## src/rtl/seg_pkg.sv

```systemverilog
// Segment glyph constants shared by the seven-segment scan driver and its decoder.
// Segment vectors are active-high, bit 0 = a through bit 6 = g.
package seg_pkg;

  localparam logic [3:0] CODE_DASH = 4'd10;

  localparam logic [6:0] SEG_0     = 7'h3F;
  localparam logic [6:0] SEG_1     = 7'h06;
  localparam logic [6:0] SEG_2     = 7'h5B;
  localparam logic [6:0] SEG_3     = 7'h4F;
  localparam logic [6:0] SEG_4     = 7'h66;
  localparam logic [6:0] SEG_5     = 7'h6D;
  localparam logic [6:0] SEG_6     = 7'h7D;
  localparam logic [6:0] SEG_7     = 7'h07;
  localparam logic [6:0] SEG_8     = 7'h7F;
  localparam logic [6:0] SEG_9     = 7'h6F;
  localparam logic [6:0] SEG_DASH  = 7'h40;
  localparam logic [6:0] SEG_BLANK = 7'h00;

endpackage

```

## src/rtl/bcd_to_seg.sv

```systemverilog
// Combinational 4-bit digit code to active-high a..g segment pattern.
// Codes 11-15 decode to an unlit glyph.
module bcd_to_seg
  import seg_pkg::*;
(
  input  logic [3:0] code,
  output logic [6:0] seg
);

  always_comb begin
    seg = SEG_BLANK;
    case (code)
      4'd0:      seg = SEG_0;
      4'd1:      seg = SEG_1;
      4'd2:      seg = SEG_2;
      4'd3:      seg = SEG_3;
      4'd4:      seg = SEG_4;
      4'd5:      seg = SEG_5;
      4'd6:      seg = SEG_6;
      4'd7:      seg = SEG_7;
      4'd8:      seg = SEG_8;
      4'd9:      seg = SEG_9;
      CODE_DASH: seg = SEG_DASH;
      default:   seg = SEG_BLANK;
    endcase
  end

endmodule

```

## src/rtl/seg_scan_driver.sv

```systemverilog
// Multiplexed seven-segment scan driver: per-frame snapshot, dark guard at the start
// of each digit slot, leading-zero blanking, active-low registered pin outputs.
module seg_scan_driver
  import seg_pkg::*;
#(
  parameter int DIGITS   = 8,
  parameter int SCAN_DIV = 50000,
  parameter int GUARD    = 500
) (
  input  logic                  clk,
  input  logic                  reset,
  input  logic [4*DIGITS-1:0]   digits_bcd,
  input  logic [DIGITS-1:0]     dp_mask,
  input  logic                  blank_lz,
  output logic [7:0]            seg_n,
  output logic [DIGITS-1:0]     sel_n,
  output logic                  frame_done
);

  localparam int CNT_W = $clog2(SCAN_DIV);
  localparam int IDX_W = (DIGITS > 1) ? $clog2(DIGITS) : 1;

  logic [CNT_W-1:0]    cnt_reg, cnt_next;
  logic [IDX_W-1:0]    idx_reg, idx_next;
  logic [4*DIGITS-1:0] snap_bcd_reg;
  logic [DIGITS-1:0]   snap_dp_reg;
  logic [DIGITS-1:0]   blank_reg, blank_next;
  logic [DIGITS:1]     lz_run;
  logic [7:0]          seg_n_reg, seg_n_next;
  logic [DIGITS-1:0]   sel_n_reg, sel_n_next;
  logic                frame_done_reg, frame_done_next;
  logic [3:0]          cur_code;
  logic [6:0]          cur_seg;

  // Blank mask is derived from the live inputs and captured together with the snapshot.
  // lz_run[i] stays high while every digit from the top down to i is a bare zero.
  assign lz_run[DIGITS] = blank_lz;

  genvar gi;
  generate
    for (gi = 0; gi < DIGITS; gi++) begin : g_blank
      if (gi == 0) begin : g_lsd
        assign blank_next[gi] = (digits_bcd[4*gi +: 4] > CODE_DASH);
      end else begin : g_upper
        assign lz_run[gi] = lz_run[gi+1] & (digits_bcd[4*gi +: 4] == 4'd0) & ~dp_mask[gi];
        assign blank_next[gi] = lz_run[gi] | (digits_bcd[4*gi +: 4] > CODE_DASH);
      end
    end
  endgenerate

  always_comb begin
    cnt_next = cnt_reg + CNT_W'(1);
    idx_next = idx_reg;
    if (cnt_reg == CNT_W'(SCAN_DIV - 1)) begin
      cnt_next = '0;
      idx_next = (idx_reg == IDX_W'(DIGITS - 1)) ? '0 : idx_reg + IDX_W'(1);
    end
  end

  // Outputs are computed from the upcoming cnt/idx so the registered pins line up
  // with the frame-cycle numbering.
  assign cur_code = snap_bcd_reg[{idx_next, 2'b00} +: 4];

  bcd_to_seg u_dec (
    .code (cur_code),
    .seg  (cur_seg)
  );

  always_comb begin
    seg_n_next      = 8'hFF;
    sel_n_next      = '1;
    frame_done_next = (cnt_next == CNT_W'(SCAN_DIV - 1)) && (idx_next == IDX_W'(DIGITS - 1));
    if ((cnt_next >= CNT_W'(GUARD)) && !blank_reg[idx_next]) begin
      seg_n_next           = ~{snap_dp_reg[idx_next], cur_seg};
      sel_n_next[idx_next] = 1'b0;
    end
  end

  always_ff @(posedge clk) begin
    if (reset) begin
      cnt_reg        <= '0;
      idx_reg        <= '0;
      seg_n_reg      <= 8'hFF;
      sel_n_reg      <= '1;
      frame_done_reg <= 1'b0;
      snap_bcd_reg   <= digits_bcd;
      snap_dp_reg    <= dp_mask;
      blank_reg      <= blank_next;
    end else begin
      cnt_reg        <= cnt_next;
      idx_reg        <= idx_next;
      seg_n_reg      <= seg_n_next;
      sel_n_reg      <= sel_n_next;
      frame_done_reg <= frame_done_next;
      // Reload at the end of the last frame cycle; the next slot 0 starts dark anyway.
      if (frame_done_reg) begin
        snap_bcd_reg <= digits_bcd;
        snap_dp_reg  <= dp_mask;
        blank_reg    <= blank_next;
      end
    end
  end

  assign seg_n      = seg_n_reg;
  assign sel_n      = sel_n_reg;
  assign frame_done = frame_done_reg;

endmodule
```

## config.mk

```make
export PLATFORM = sky130hd
export DESIGN_NAME = seg_scan_driver
export DESIGN_NICKNAME = d
export VERILOG_FILES = /design/src/rtl/seg_pkg.sv /design/src/rtl/bcd_to_seg.sv /design/src/rtl/seg_scan_driver.sv
export SDC_FILE = /design/constraint.sdc
export NUM_CORES = 1
export LEC_CHECK = 0
export ABC_CLOCK_PERIOD_IN_PS = 3600
export BUFFER_PORTS_ARGS = -buffer_cell sky130_fd_sc_hd__buf_2
export CAP_MARGIN = 25
export CORE_MARGIN = 2
export CORE_UTILIZATION = 40
export CTS_CLUSTER_DIAMETER = 80
export DETAILED_ROUTE_END_ITERATION = 8
export GPL_TIMING_DRIVEN = 0
export SYNTH_ARGS = -nofsm -noshare
export SYNTH_HDL_FRONTEND = slang
export SYNTH_SLANG_ARGS = --single-unit
```

## constraint.sdc

```tcl
create_clock -name clk -period 3.6 [get_ports clk]
set_input_delay 0 -clock clk [delete_from_list [all_inputs] [get_ports clk]]
set_output_delay 0 -clock clk [all_outputs]
set_load 0.05 [all_outputs]
```

==> results of run 1 <==
## what timing repair did
| item | in CTS | in global routing |
|---|---|---|
| pin swaps | 1 | 1 |
| resized for setup | 3 | 11 |
| hold buffers | 42 | 0 |
| hold endpoints to repair | 48 | 0 |
| setup endpoints to repair | 3 | 6 |
| setup buffers | 1 | 1 |
## power breakdown
group	switching (mW)	internal, mW	leakage [nW]	total (mW)
clock	0.364	0.274	0.0893	0.637
sequential	0.0253	1.07	0.760	1.09
combinational	0.0837	0.0876	1.08	0.171
total	0.473	1.43	1.93	1.90
## worst reg2reg max path, delay by kind of cell (launching register included)
family / cells / cell delay (ps)
AO/OA/AOI/OAI: 3 / 600
AND/OR/NAND/NOR: 5 / 1420
adder cells (fa/ha/maj): 2 / 470
flip-flops: 1 / 470
buffers and inverters: 2 / 390
## cells in the final DEF, fill, tap and decap left out, types with 3 or more instances in the layout
master          n
xor2_1          7
nand4_1         6
nand2_1        26
or3_1           4
inv_1          17
a32oi_1         4
dlygate4sd3_1  42
dfxtp_1        36
nand3b_1        4
mux2i_1         6
ha_1            7
nor3_1         10
clkbuf_8       10
xnor2_1         7
a21oi_1        17
or4_1           3
a31oi_1         6
o21ai_0        13
and3_1          7
nor4_1          3
nor3_2          3
o21ai_1         5
buf_2          63
a21o_1         10
edfxtp_1       48
clkbuf_1        3
nand3_1        28
buf_4           5
a211oi_1        4
nor2_1         25
## logic make-up after synthesis
group                      share of synthesized area (%)
muxes                                               2.04
xor gates and xnor gates                            3.03
buffers and inverters                               3.40
adders and majority gates                           2.47
AOI/OAI and AO/OA                                   16.5
and+or+nand+nor                                     19.1
DFF                                                 53.4
## routing by layer
metal / up-vias / GRT usage [%] / part of all wire, %
li1: 1666 / - / -
met1: 1627 / 23.4 / 44
met2: 81 / 32.3 / 49
met3: 17 / 4.49 / 4.8
met4: 0 / 8.11 / 2.3
met5: - / 0 / 0
## area by class of cell
type	instances	area share, %
Sequential cell	84	41.5
Multi-Input combinational cell	263	34.6
Timing Repair Buffer	104	14.4
Tap cell	133	3.20
Clock buffer	10	2.64
Buffer	13	1.54
Inverter	17	1.23
Clock inverter	6	0.889
## path summary, 6_finish.rpt
kind	startpoint	slack, ps	cells past startpoint	endpoint
worst min register to register	cnt_reg[0]	550	1	cnt_reg[0]
worst max-delay path	cnt_reg[0]	130	12	seg_n[6]
worst min-delay path	dp_mask[0]	340	2	snap_dp_reg[0]
worst max register to register	cnt_reg[0]	130	12	seg_n[6]
==> reports/metrics.yaml, run 1 <==
worstPathCellList: "ha_4, nand3_2, or2_4, or4_4, nand2_1, buf_2, o2111ai_1, o211ai_1, inv_1, ha_1, or3_1, a31o_1"
async_reset_ff_share_pct: 0
finalInstanceArea_mm2: 0.00521
synth_most_common_cell: "edfxtp_1"
ios: 60
drv_slew: 0
antenna_found_initial: 0
fin_crit_sh_pct: 96.3
min_path_type: "in -> reg"
clock_path_buffers: 2
die_w_um: 105
viasPerCell: 5.38
ff_latch_area_mm2: 0.00216
synth_top_cell_area_share_pct: 35.6
power_mw: 1.90
period_minus_slack_ps: 3470
fin_worst_skew_ps: 15.9
setup.worst_path.start_class: "flop"
post-route-util_pct: 53.3
grt_pass1_vias: 3260
critical_path.max_stage_delay_ps: 470
tightest_slew_ps: 680
hold_slack_ps: 336
dp_slack_ps: -163
hold_viol: 0
dp_hpwl_um: 7180
cts_buffers: 9
worstPathRequired_ps: 3870
path_class: "reg -> reg"
place_area_mm2: 0.00451
synth_area_leaders: "edfxtp_1, dfxtp_1, nand3_1, ha_1, nand2_1"
yosys.area.top_type: "edfxtp_1"
outcome: "complete, no violations"
endpoint_kind: "flop"
max_cap_viol_count: 0
arrival_ps: 3730
synth.distinct_cells: 69
cts_sinks: 84
die_area_mm2: 0.0109
syn_avg_cell_area_um2: 10.7
synth_edf_count: 48
syn_area_mm2: 0.00405
multi_input_area_mm2: 0.00180
fillerInstances: 895
cpLargestDelayFamily: "simple AND/OR/NAND/NOR gates"
fin_cells: 630
slew_headroom_pct: 54.6
vias: 3391
largest_register_ffs: 32
avgRoutedWirePerCell_um: 16.1
drt-pass1-iter-count: 4
fin_setup_tns_ps: 0
floorplan.initialDensity_pct: 41.4
grt_max_degree: 49
syn_nets: 428
h-tree-depth: 3
yosysWarnings: 0
n_antenna_cell: 0
portBuffers: 59
crit_buf_inv: 2
clk_pin_slew_worst_paths_ps: 90
synth_seq_area_share_pct: 53.4
gp_congestion: 0.857
drt_iter0_drc: 198
chipHeight_um: 105
ys_seq_elements: 84
fin_ws_ps: 135
rows: 36
core_mm2: 0.00977
irDropWorstVdd_uv: 272
grt_pass1_wl_um: 16100
fmax_mhz: 289
drt-total-wl_um: 10200
insertion_delay_ps: 380
gr-total-overflow: 0
path_max_fanout: 10
cpMaxStageDelayCell: "dfxtp_1"
setup_violations: 0
final_nets: 543
p_leak_nw: 1.93
syn_to_final_growth_pct: 28.7
cts_tree: "yes"
ant_nets: 0
drive_gt1_share_pct: 23.3
p_per_area_mw_per_mm2: 365
gr-usage-all-layers_pct: 19.1
synth_common_cells: "edfxtp_1, dfxtp_1, nand3_1"
dpl.cell_count: 569
ys.flop_type: "edfxtp_1"
drc: 0
root_buffer: "clkbuf_8"
synthCells: 377
Note: power is estimated with default switching activity, not from simulation.
==> run 2: changes to the inputs <==
--- a/config.mk
+++ b/config.mk
@@ -13,6 +13,8 @@
 export CTS_CLUSTER_DIAMETER = 80
 export DETAILED_ROUTE_END_ITERATION = 8
 export GPL_TIMING_DRIVEN = 0
+export MAX_ROUTING_LAYER = met4
+export REMOVE_ABC_BUFFERS = 1
 export SYNTH_ARGS = -nofsm -noshare
 export SYNTH_HDL_FRONTEND = slang
 export SYNTH_SLANG_ARGS = --single-unit
==> reports/metrics.yaml, run 2 (synthesis gave the netlist of run 1 again) <==
slew_headroom_pct: 52.2
crit_start: "cnt_reg[4]"
floorplan.initialDensity_pct: 41.4
gr-total-overflow: 0
rsz0062_at_grt: "no"
multi_input_area_mm2: 0.00180
r2r_end: "seg_n[6]"
dr_wl_met2_um: 4900
fmax_mhz: 292
cpLargestDelayFamily: "simple AND/OR/NAND/NOR gates"
period_minus_slack_ps: 3430
hold_path_startpoint: "blank_lz"
tightest_slew_ps: 717
fin_crit_sh_pct: 95.2
grt_pass1_wl_um: 16000
dp_hpwl_um: 6960
wl_met1_um: 4300
ff_latch_area_mm2: 0.00216
drive_gt1_share_pct: 21.7
worstPathRequired_ps: 3850
wl_met3_um: 517
dpl.cell_count: 556
endpoint_kind: "flop"
mostFrequentLayoutCells: "buf_2, edfxtp_1, dlygate4sd3_1, dfxtp_1, nand3_1"
irDropWorstVdd_uv: 171
drt-total-wl_um: 9950
grt_pass1_vias: 3238
chipHeight_um: 105
worstPathCellList: "nor3_4, nand4_2, or4_4, nand2_2, o2111ai_1, o211ai_1, inv_1, ha_1, or3_1, a31o_1"
crit_buf_inv: 1
reg2reg_slack_ps: 170
routed.top_layer: "met4"
min_path_type: "in -> reg"
ios: 60
path_max_fanout: 13
syn_to_final_growth_pct: 25.9
drt_iter0_drc: 162
avgRoutedWirePerCell_um: 16.2
vias: 3333
viasPerCell: 5.41
core_mm2: 0.00977
setup.worst_path.start_class: "flop"
r2r_start: "cnt_reg[4]"
drt-pass1-iter-count: 5
cts_sinks: 84
outcome: "complete, no violations"
path_class: "reg -> reg"
critical_path.max_stage_delay_ps: 640
clk_pin_slew_worst_paths_ps: 90
final_nets: 529
insertion_delay_ps: 360
largest_register_ffs: 32
portBuffers: 59
drc: 0
p_leak_nw: 1.87
die_area_mm2: 0.0109
hold_viol: 0
hold_depth: 3
grt_max_degree: 49
drv_slew: 0
cpMaxStageDelayCell: "or4_4"
die_w_um: 105
rr_worst_depth: 10
root_buffer: "clkbuf_8"
gp_congestion: 0.825
cts_tree: "yes"
arrival_ps: 3680
cts_buffers: 9
fillerInstances: 876
gr-usage-all-layers_pct: 19.4
antenna_found_initial: 0
final_common_cell: "buf_2"
p_per_area_mw_per_mm2: 361
h-tree-depth: 3
ant_nets: 0
clock_path_buffers: 2
fin_cells: 616
n_antenna_cell: 0
fin_worst_skew_ps: 9.13
rows: 36
min_to: "blank_reg[7]"
dp_slack_ps: -250
fin_ws_ps: 174
post-route-util_pct: 52.1
max_cap_viol_count: 0
setup_violations: 0
-- run 2: cell count changes in the layout (fill, tap and decap cells not counted), sizes merged --
cell	delta
buf	-8
clkinvlp	+1
inv	-2
clkbuf	-4
dlygate4sd3	-1
-- run 2: power by group --
group          internal (mW)  switching, mW  leakage (nW)
clock                  0.246          0.335        0.0729
sequential              1.07         0.0231         0.760
combinational         0.0872         0.0839          1.04
total                   1.40          0.442          1.87
-- run 2: through the flow --
step	power, mW	TNS [ps]	hold WS, ps	area (um^2)
5_1_grt	1.92	0	26.9	5090
3_3_place_gp	1.24	-469	177	4430
4_1_cts	1.85	0	6.74	5020
6_report	1.84	0	21.8	5090
3_5_place_dp	1.24	-654	178	4430
2_1_floorplan	1.17	0	66.7	3970
-- run 2: worst max path at each step --
stage	end	slack, ps	cells past startpoint
CTS	seg_n[6]	1	10
detailed placement	seg_n[0]	-250	11
global placement	seg_n[0]	-190	11
finish	seg_n[6]	170	10
global route	seg_n[6]	8	11
floorplan	seg_n[6]	500	11
-- run 2: repair_timing --
item / in CTS / in global routing
buffers inserted: 0 / 2
hold endpoints to repair: 53 / 0
pin swaps: 0 / 1
hold buffers: 41 / 0
endpoints found under the setup margin: 5 / 4
resized for setup: 5 / 9
-- run 2: metal layers --
layer | vias up | global-route usage (%)
li1 | 1635 | -
met1 | 1587 | 23.3
met2 | 92 | 30.7
met3 | 19 | 4.68
met4 | 0 | 9.27
met5 | - | -
-- run 2: area by class of cell --
type	count	share of cell area [%]
inverters	17	1.25
well taps	133	3.27
repair buffers	103	14.5
multi-input cells	263	35.3
clock inverters	5	0.565
flip-flops and latches	84	42.4
clock buffers	11	2.58
-- run 2: worst reg2reg max path, cell delays in order (launching register included) --
cell and delay [ps]:
dfxtp_1 410, nor3_4 290, nand4_2 400, or4_4 640, nand2_2 240, o2111ai_1 170
o211ai_1 230, inv_1 130, ha_1 250, or3_1 370, a31o_1 200
